File: src/rtl/out_post_pkg.sv
// Shared parameters, FSM state type and inner-row vector type for output_post_data_module.
// The relu helper is only used when OUT_POST_RELU_EN is defined.
package out_post_pkg;

  localparam int DATA_W      = 8;
  localparam int ROW_ELEMS   = 34;
  localparam int PAD         = 1;
  localparam int ROWS        = 34;
  localparam int INNER_ELEMS = ROW_ELEMS - 2*PAD;
  localparam int ROW_CNT_W   = $clog2(ROWS);
  localparam int COL_CNT_W   = $clog2(INNER_ELEMS);

  typedef enum logic {S_IDLE, S_SHIFT} state_t;

  // Element k of the interior row sits at [k]; element 0 is emitted first.
  typedef logic [INNER_ELEMS-1:0][DATA_W-1:0] inner_row_t;

  function automatic logic [DATA_W-1:0] relu(input logic [DATA_W-1:0] x);
    return x[DATA_W-1] ? '0 : x;
  endfunction

endpackage

File: src/rtl/output_post_data_module_serializer.sv
// Parallel-load shift register that turns one interior row into a byte stream
// with valid/ready handshaking and a row-last flag.
module row_serializer
  import out_post_pkg::*;
(
  input  logic                          clk,
  input  logic                          rst,
  input  logic                          i_load,
  input  logic [INNER_ELEMS*DATA_W-1:0] i_load_row,
  input  logic                          i_data_rdy,
  output logic [DATA_W-1:0]             o_data,
  output logic                          o_data_vld,
  output logic                          o_row_last,
  output logic                          o_last_hs
);

  localparam logic [COL_CNT_W-1:0] COL_LAST = COL_CNT_W'(INNER_ELEMS-1);

  inner_row_t             r_shift;
  logic [COL_CNT_W-1:0]   r_colCnt;
  logic                   r_vld;
  logic                   w_hs;

  assign w_hs       = r_vld && i_data_rdy;
  assign o_row_last = r_vld && (r_colCnt == COL_LAST);
  assign o_last_hs  = w_hs && o_row_last;
  assign o_data     = r_shift[0];
  assign o_data_vld = r_vld;

  // A load only arrives while idle or on the row-last handshake, so it may override the shift.
  always_ff @(posedge clk) begin
    if (rst) begin
      r_shift  <= '0;
      r_colCnt <= '0;
      r_vld    <= 1'b0;
    end else if (i_load) begin
      r_shift  <= i_load_row;
      r_colCnt <= '0;
      r_vld    <= 1'b1;
    end else if (w_hs) begin
      r_shift <= {{DATA_W{1'b0}}, r_shift[INNER_ELEMS-1:1]};
      if (o_row_last) begin
        r_colCnt <= '0;
        r_vld    <= 1'b0;
      end else begin
        r_colCnt <= r_colCnt + 1'b1;
      end
    end
  end

endmodule

File: src/rtl/output_post_data_module.sv
// Back end of the PE datapath: strips padding rows/columns and serialises interior bytes.
// Define OUT_POST_RELU_EN to clamp negative interior bytes to zero at latch time.
module output_post_data_module
  import out_post_pkg::*;
(
  input  logic                        clk,
  input  logic                        rst,
  input  logic [ROW_ELEMS*DATA_W-1:0] i_row_data,
  input  logic                        i_row_vld,
  output logic                        o_row_rdy,
  output logic [DATA_W-1:0]           o_data,
  output logic                        o_data_vld,
  input  logic                        i_data_rdy,
  output logic                        o_row_last,
  output logic                        o_frame_done
);

  localparam logic [ROW_CNT_W-1:0] ROW_LAST       = ROW_CNT_W'(ROWS-1);
  localparam logic [ROW_CNT_W-1:0] ROW_PAD_TOP    = ROW_CNT_W'(PAD);
  localparam logic [ROW_CNT_W-1:0] ROW_PAD_END    = ROW_CNT_W'(ROWS-PAD);
  localparam logic [ROW_CNT_W-1:0] ROW_INNER_LAST = ROW_CNT_W'(ROWS-PAD-1);

  state_t                 r_state;
  logic [ROW_CNT_W-1:0]   r_rowCnt;
  logic [ROW_CNT_W-1:0]   w_inIdx;
  logic                   w_lastHs;
  logic                   w_rowAcc;
  logic                   w_padRow;
  logic                   w_load;
  logic                   w_unusedPad;
  inner_row_t             w_innerRow;

  function automatic logic [ROW_CNT_W-1:0] nextRow(input logic [ROW_CNT_W-1:0] x);
    return (x == ROW_LAST) ? '0 : x + 1'b1;
  endfunction

  // While shifting, r_rowCnt names the row in flight, so an incoming row is the one after it.
  assign o_row_rdy    = (r_state == S_IDLE) || w_lastHs;
  assign w_rowAcc     = i_row_vld && o_row_rdy;
  assign w_inIdx      = (r_state == S_SHIFT) ? nextRow(r_rowCnt) : r_rowCnt;
  assign w_padRow     = (w_inIdx < ROW_PAD_TOP) || (w_inIdx >= ROW_PAD_END);
  assign w_load       = w_rowAcc && !w_padRow;
  assign o_frame_done = w_lastHs && (r_rowCnt == ROW_INNER_LAST);
  assign w_unusedPad  = ^{i_row_data[ROW_ELEMS*DATA_W-1 -: PAD*DATA_W], i_row_data[PAD*DATA_W-1:0]};

  always_comb begin
    w_innerRow = '0;
    for (int k = 0; k < INNER_ELEMS; k++) begin
`ifdef OUT_POST_RELU_EN
      w_innerRow[k] = relu(i_row_data[(ROW_ELEMS-PAD-k)*DATA_W-1 -: DATA_W]);
`else
      w_innerRow[k] = i_row_data[(ROW_ELEMS-PAD-k)*DATA_W-1 -: DATA_W];
`endif
    end
  end

  // A trailing padding row taken on the row-last handshake advances the count twice.
  always_ff @(posedge clk) begin
    if (rst) begin
      r_state  <= S_IDLE;
      r_rowCnt <= '0;
    end else begin
      case (r_state)
        S_IDLE: begin
          if (w_rowAcc) begin
            if (w_padRow) begin
              r_rowCnt <= nextRow(r_rowCnt);
            end else begin
              r_state <= S_SHIFT;
            end
          end
        end
        S_SHIFT: begin
          if (w_lastHs) begin
            if (w_rowAcc && w_padRow) begin
              r_rowCnt <= nextRow(nextRow(r_rowCnt));
              r_state  <= S_IDLE;
            end else begin
              r_rowCnt <= nextRow(r_rowCnt);
              r_state  <= w_load ? S_SHIFT : S_IDLE;
            end
          end
        end
        default: r_state <= S_IDLE;
      endcase
    end
  end

  row_serializer u_serializer (
    .clk        (clk),
    .rst        (rst),
    .i_load     (w_load),
    .i_load_row (w_innerRow),
    .i_data_rdy (i_data_rdy),
    .o_data     (o_data),
    .o_data_vld (o_data_vld),
    .o_row_last (o_row_last),
    .o_last_hs  (w_lastHs)
  );

endmodule
File: config.mk
export PLATFORM = sky130hd
export DESIGN_NAME = output_post_data_module
export DESIGN_NICKNAME = d
export VERILOG_FILES = /design/src/rtl/out_post_pkg.sv /design/src/rtl/output_post_data_module_serializer.sv /design/src/rtl/output_post_data_module.sv
export SDC_FILE = /design/constraint.sdc
export NUM_CORES = 1
export LEC_CHECK = 0
export ABC_AREA = 1
export BUFFER_PORTS_ARGS = -buffer_cell sky130_fd_sc_hd__clkbuf_2
export CORE_MARGIN = 2
export CORE_UTILIZATION = 55
export DETAILED_ROUTE_END_ITERATION = 10
export PLACE_DENSITY = 0.91
export REMOVE_ABC_BUFFERS = 1
export SLEW_MARGIN = 20
export SYNTH_ARGS = -nofsm -noshare
export SYNTH_HDL_FRONTEND = slang
export SYNTH_HIERARCHICAL = 1
export SYNTH_SLANG_ARGS = --single-unit
File: constraint.sdc
create_clock -name clk -period 3.2 [get_ports clk]
set_clock_uncertainty 0.05 [all_clocks]
set_input_delay 0.48 -clock clk [delete_from_list [all_inputs] [get_ports clk]]
set_output_delay 0.48 -clock clk [all_outputs]
set_load 0.005 [all_outputs]
==> flow_summary.yaml, run 1 <==
logic_synthesis:
  yosys.area.top_type: "dfxtp_1"
  ys_seq_area_share_pct: 40.5
  netlist_area_sq_mm: 0.0133
  syn_area_per_cell_sq_um: 6.32
  ys_warn_count: 6
  async_flop_share_pct: 0
  ys_types: 30
  ys_seq_elements: 269
  synth_area_leaders: "dfxtp_1 41%, nand2_1 36%, a21oi_1 9.5%, buf_4 2.8%, buf_6 2.0%"
  synth_ff_type: "dfxtp_1"
  yosys-top-cells-count: "1285 x nand2_1, 269 x dfxtp_1, 251 x a21oi_1"
  synth_edf_count: 0
  synth_top_area_share_pct: 40.5
  synth_cells: 2103
  yosysMostFrequentCell: "nand2_1"
timing:
  hold-worst-slack_ps: 130
  maxSlewViolCount: 0
  min_period_ps: 2960
  tns_ps: 0
  setup_violations: 0
  slew_headroom_pct: 52.0
  hold_viol: 0
  fmax_mhz: 338
  grt_setup_unrepaired: "no"
  worst_pin_slew_ps: 721
  fin_crit_sh_pct: 92.5
power:
  max-vdd-ir-drop_mv: 0.598
  p_int_mw: 8.44
  p_sw_mw: 6.18
  clkPwrFrac_pct: 22.6
  p_seq_share_pct: 32.1
  swShare_pct: 42.3
  p_leak_nw: 7.25
  combPwrFrac_pct: 45.2
  p_per_area_mw_per_mm2: 942
hold_path:
  whs_endpoint: "u_serializer/r_shift[255]"
  holdCritPathClass: "in2reg"
  hold_depth: 3
  hold_start: "i_row_data[15]"
die:
  coreArea_sq_mm: 0.0236
  dieArea_sq_mm: 0.0254
  pin_count: 288
  dieWidth_microns: 159
  die_y_microns: 159
  initial_utilization_pct: 56.3
  fp-row-count: 56
critical_path:
  worstSetupPathType: "reg2reg"
  worst_path_max_delay_cell: "buf_12"
  worst_setup_path_start_kind: "flop"
  arrival_ps: 3360
  r2r-start: "u_serializer/r_colCnt[0]"
  crit_path_end_kind: "flop"
  cp_top_family: "simple AND/OR/NAND/NOR gates"
  worstPathRequired_ps: 3600
  r2r-end: "u_serializer/r_shift[168]"
  cp_common_cell: "nand2_1"
  cpPeakStageDelay_ps: 360
  crit_start: "u_serializer/r_colCnt[0]"
  rr_worst_depth: 20
  crit_fanout: 116
  r2r_setup_slack_ps: 240
  crit_chain: "ha_1 > nand2_1 > nor2_1 > ha_1 > nand2_1 > inv_1 > nand2_1 > inv_1 > inv_1 > nand2_1 > nand2_1 > inv_1 > nand2_2 > inv_6 > inv_8 > buf_12 > nand2_1 > nand2_1 > nand2_1 > a21oi_1"
  crit_buf_inv: 7
cts:
  path_clk_slew_ps: 60
  clock_latency_ps: 530
  cts.sinks: 269
  cts_tree: "yes"
  root_buffer: "clkbuf_16"
  htree_levels: 1
  cts.path.max_buffers: 3
  ctsHoldBuffers: 0
  cts-buffers-inserted: 28
cells_and_area:
  area_growth_pct: 16.8
  nNetsFinal: 2566
  n_antenna_cell: 0
  fin_util_pct: 65.7
  drive_above_1_share_pct: 16.0
route:
  top_layer: "met4"
  wl_met3_microns: 2370
  vias_per_cell: 5.15
  postRouteAntennaNets: 0
  wire_per_inst_microns: 12.6
  met1Wirelength_microns: 14200
  num_vias: 13520
  firstDrtPassIters: 6
  wl_microns: 33000
  drtIter0Drc: 1309
  drcViolationCount: 0
  wl_met2_microns: 15700
grt:
  grt_pass1_wl_microns: 54300
  grt_max_degree: 117
  grt_pass1_vias: 12168
  grt_usage_pct: 24.4
  antenna_found_initial: 0
  gr-total-overflow: 0
placed_design:
  place_congestion: 0.812
  hpwl_microns: 20600
  port_buffers: 271
run:
  cap_violations: 0
status:
  status: "completed"
==> power by group through the flow <==
stage / Combinational [mW] / Sequential [mW] / Clock [mW]
2_1_floorplan: 3.40 / 4.22 / 0
3_3_place_gp: 6.15 / 4.71 / 0
3_5_place_dp: 6.26 / 4.75 / 0
4_1_cts: 6.31 / 4.69 / 3.37
5_1_grt: 7.42 / 4.79 / 3.49
6_report: 6.61 / 4.70 / 3.31
==> worst max path at each step <==
stage / to / slack (ps) / cells past startpoint
final: u_serializer/r_shift[168] / 240 / 20
after CTS: u_serializer/r_shift[164] / 200 / 19
after floorplan: u_serializer/r_shift[10] / -7670 / 16
after detailed placement: u_serializer/r_shift[58] / 270 / 20
after global placement: u_serializer/r_shift[198] / 300 / 16
after global routing: u_serializer/r_shift[62] / 10 / 20
==> tightest hold or removal path: stages <==
cell      delay (ps)
clkbuf_2          80
nand2_1           50
a21oi_1           50
==> metrics by stage <==
stage | power (mW) | std cells | setup WS [ps] | cell area, sq um
final | 14.6 | 2624 | 241 | 15500
after global routing | 15.7 | 2624 | 11.1 | 15500
after CTS | 14.4 | 2621 | 196 | 15400
after detailed placement | 11.0 | 2569 | 271 | 14500
after global placement | 10.9 | 2569 | 298 | 14500
after floorplan | 7.62 | 1955 | -7670 | 12300
==> registers in the layout, indices dropped and copies added, names as in the netlist <==
register and cells:
u_serializer/r_shift 248, u_serializer/o_data 8, r_rowCnt 6, u_serializer/r_colCnt 5, r_state 1, u_serializer/o_data_vld 1
==> logic make-up after synthesis <==
logic type | count (synthesis) | share of synthesized area, %
xor+xnor | 3 | 0.198
buf+inv | 182 | 8.45
simple gates | 1370 | 39.8
flops | 269 | 40.5
fa+ha+maj | 7 | 0.659
compound gates | 272 | 10.3
==> area by class of cell <==
class,count,area (sq um)
timing repair buffer,297,1840
sequential,269,5390
inverter,34,153
tap,319,399
clock buffer,39,803
fill,2002,8090
multi-input combinational,1653,6800
clock inverter,13,140
==> routing by layer <==
layer	vias to the layer above	global-route usage [%]
li1	6860	-
met1	6053	32.4
met2	537	41.6
met3	70	3.54
met4	0	6.78
met5	-	0
==> repair_timing <==
item	CTS	global route
endpoints found under the setup margin	0	138
gates resized for setup	0	12
buffers inserted	0	0
==> layout by cell type, fill, tap and decap left out, drive strengths merged, types with 13 or more instances in the layout <==
cell type and n:
nand2 1296, buf 24, nor2 44, clkbuf 312, nand3 21, a21oi 251, o21ai 16, dfxtp 269
clkinv 13, inv 31
Note: power is estimated with default switching activity, not from simulation.
==> inputs of run 2 (changes only) <==
--- a/config.mk
+++ b/config.mk
@@ -8,9 +8,10 @@
 export ABC_AREA = 1
 export BUFFER_PORTS_ARGS = -buffer_cell sky130_fd_sc_hd__clkbuf_2
 export CORE_MARGIN = 2
-export CORE_UTILIZATION = 55
+export CORE_UTILIZATION = 57
+export CTS_BUF_LIST = sky130_fd_sc_hd__clkbuf_8
 export DETAILED_ROUTE_END_ITERATION = 10
-export PLACE_DENSITY = 0.91
+export PLACE_DENSITY = 0.93
 export REMOVE_ABC_BUFFERS = 1
 export SLEW_MARGIN = 20
 export SYNTH_ARGS = -nofsm -noshare
==> run 2 against run 1 <==
Compared with the run above:
- first-iteration DRC count down 8.4%
- via count up 1.2%
- critical endpoint is now u_serializer/r_shift[142]
- sequential power about the same
- sequential share of layout area up 0.19 points
- combinational power down 0.8%
- setup slack worse by 62 ps
- global-route usage up 1.5 points
- critical path depth unchanged
- register-to-register slack worse by 60 ps
- maximum frequency down 2.1%
- largest power group unchanged
- hold slack worse by 7.4 ps
- final cell count up 0.76%
==> flow_summary.yaml, run 2 (same netlist as run 1, synthesis figures left out) <==
power:
  p_sw_mw: 6.20
  p_int_mw: 8.04
  p_per_area_mw_per_mm2: 923
  p_leak_nw: 7.29
  clkPwrFrac_pct: 20.9
  p_seq_share_pct: 33.1
  swShare_pct: 43.5
  combPwrFrac_pct: 46.1
  max-vdd-ir-drop_mv: 0.989
cts:
  cts_tree: "yes"
  cts_setup_buffers: 0
  clock_latency_ps: 540
  cts.sinks: 269
  cts.path.max_buffers: 3
  ctsHoldBuffers: 0
  htree_levels: 2
  cts-buffers-inserted: 45
  root_buffer: "clkbuf_8"
  path_clk_slew_ps: 60
route:
  drcViolationCount: 0
  top_layer: "met4"
  vias_per_cell: 5.18
  num_vias: 13688
  wl_met3_microns: 2540
  wire_per_inst_microns: 12.9
  firstDrtPassIters: 8
  postRouteAntennaNets: 0
  drtIter0Drc: 1199
  met1Wirelength_microns: 14200
  wl_microns: 34000
  wl_met2_microns: 16300
grt:
  grt_pass1_wl_microns: 53900
  gr-total-overflow: 0
  antenna_found_initial: 0
  grt_pass1_vias: 12426
  grt_usage_pct: 25.9
  grt_max_degree: 154
placed_design:
  hpwl_microns: 20800
  place_congestion: 0.838
  port_buffers: 271
  place_ws_ps: 137
critical_path:
  worstSetupPathType: "reg2reg"
  arrival_ps: 3430
  cp_common_cell: "nand2_1"
  rr_worst_depth: 20
  r2r-start: "u_serializer/r_colCnt[0]"
  crit_start: "u_serializer/r_colCnt[0]"
  worstPathRequired_ps: 3610
  critical_path.endpoint: "u_serializer/r_shift[142]"
  r2r_setup_slack_ps: 180
  crit_buf_inv: 8
  r2r-end: "u_serializer/r_shift[142]"
  crit_chain: "ha_1 > nand2_1 > nor2_1 > ha_1 > nand2_1 > inv_1 > nand2_1 > inv_1 > inv_1 > nand2_1 > nand2_1 > inv_1 > nand2_1 > inv_6 > inv_6 > nand2_8 > inv_8 > buf_16 > nand2_1 > a21oi_1"
  cp_top_family: "buffers and inverters"
  worst_setup_path_start_kind: "flop"
  worst_path_max_delay_cell: "dfxtp_1"
  crit_fanout: 56
  cpPeakStageDelay_ps: 330
  crit_path_end_kind: "flop"
  path_depth: 20
timing:
  maxSlewViolCount: 0
  worst_pin_slew_ps: 594
  setup_violations: 0
  hold_viol: 0
  fin_crit_sh_pct: 94.4
  min_period_ps: 3020
  slew_headroom_pct: 60.4
  tns_ps: 0
  worst_slack_ps: 179
  fmax_mhz: 331
  grt_setup_unrepaired: "yes"
die:
  die_y_microns: 157
  dieArea_sq_mm: 0.0245
  fp-row-count: 55
  pin_count: 288
  initial_utilization_pct: 58.3
  coreArea_sq_mm: 0.0228
  dieWidth_microns: 157
cells_and_area:
  mostFrequentLayoutCells: "1285 x nand2_1, 270 x clkbuf_2, 268 x dfxtp_1, 251 x a21oi_1, 59 x clkbuf_8"
  nNetsFinal: 2580
  multi_input_area_sq_mm: 0.00679
  fin_util_pct: 67.8
  regMostFlops: "u_serializer/r_shift"
  area_growth_pct: 16.2
  nFillCells: 1907
  largest_reg_flops: 248
  seqCellArea_sq_mm: 0.00539
  drive_above_1_share_pct: 16.4
  final_common_cell: "nand2_1"
  n_antenna_cell: 0
hold_path:
  holdCritPathClass: "in2reg"
status:
  status: "completed"
run:
  cap_violations: 0
run 2: changes by cell type in the layout (fill, tap and decap cells not counted), moves of 2 or more:
cell	before	now
clkbuf_8	5	59
clkbuf_16	31	3
inv_1	29	47
clkinv_2	10	3
clkbuf_1	6	0
bufinv_16	3	0
buf_4	7	5
run 2: area by class of cell:
class | count | area share (%)
Tap cell | 313 | 2.54
Timing Repair Buffer | 295 | 11.8
Clock buffer | 59 | 5.26
Inverter | 34 | 0.940
Sequential cell | 269 | 34.9
Clock inverter | 22 | 0.584
Multi-Input combinational cell | 1652 | 44.0
run 2: worst min-delay path by stage:
stage,from,to,slack [ps],cells past startpoint
6_report,i_row_data[10],u_serializer/r_shift[250],120,3
5_1_grt,i_row_data[10],u_serializer/r_shift[250],110,3
4_1_cts,i_row_data[14],u_serializer/r_shift[254],100,3
3_5_place_dp,u_serializer/r_shift[38],u_serializer/r_shift[38],400,2
3_3_place_gp,u_serializer/r_shift[241],u_serializer/r_shift[241],400,2
2_1_floorplan,u_serializer/r_shift[100],u_serializer/r_shift[100],380,2
run 2: worst min-delay path: stages:
cell      delay (ps)
clkbuf_2          80
nand2_1           50
a21oi_1           50
run 2: layer usage:
metal	vias to the layer above	track usage (%)
li1	6896	-
met1	6185	32.6
met2	523	44.1
met3	84	4.54
met4	0	10.4
met5	-	0
run 2: repair_timing:
action / 4_1_cts / 5_1_grt
hold endpoints to repair: 0 / 0
resized for setup: 0 / 10
endpoints found under the setup margin: 0 / 224
run 2: through the flow:
stage / power (mW) / cell area [sq um] / cells / hold slack [ps]
finish: 14.2 / 15400 / 2644 / 123
global route: 15.4 / 15400 / 2644 / 115
CTS: 13.9 / 15300 / 2641 / 96.7
detailed placement: 10.9 / 14400 / 2560 / 402
global placement: 10.8 / 14400 / 2560 / 397
floorplan: 7.62 / 12300 / 1955 / 385
run 2: power by group through the flow:
stage,logic [mW],registers (mW),clock network [mW]
after floorplan,3.40,4.22,0
after global placement,6.05,4.71,0
after detailed placement,6.17,4.75,0
after CTS,6.22,4.69,3.02
after global routing,7.38,4.80,3.18
final,6.56,4.71,2.97
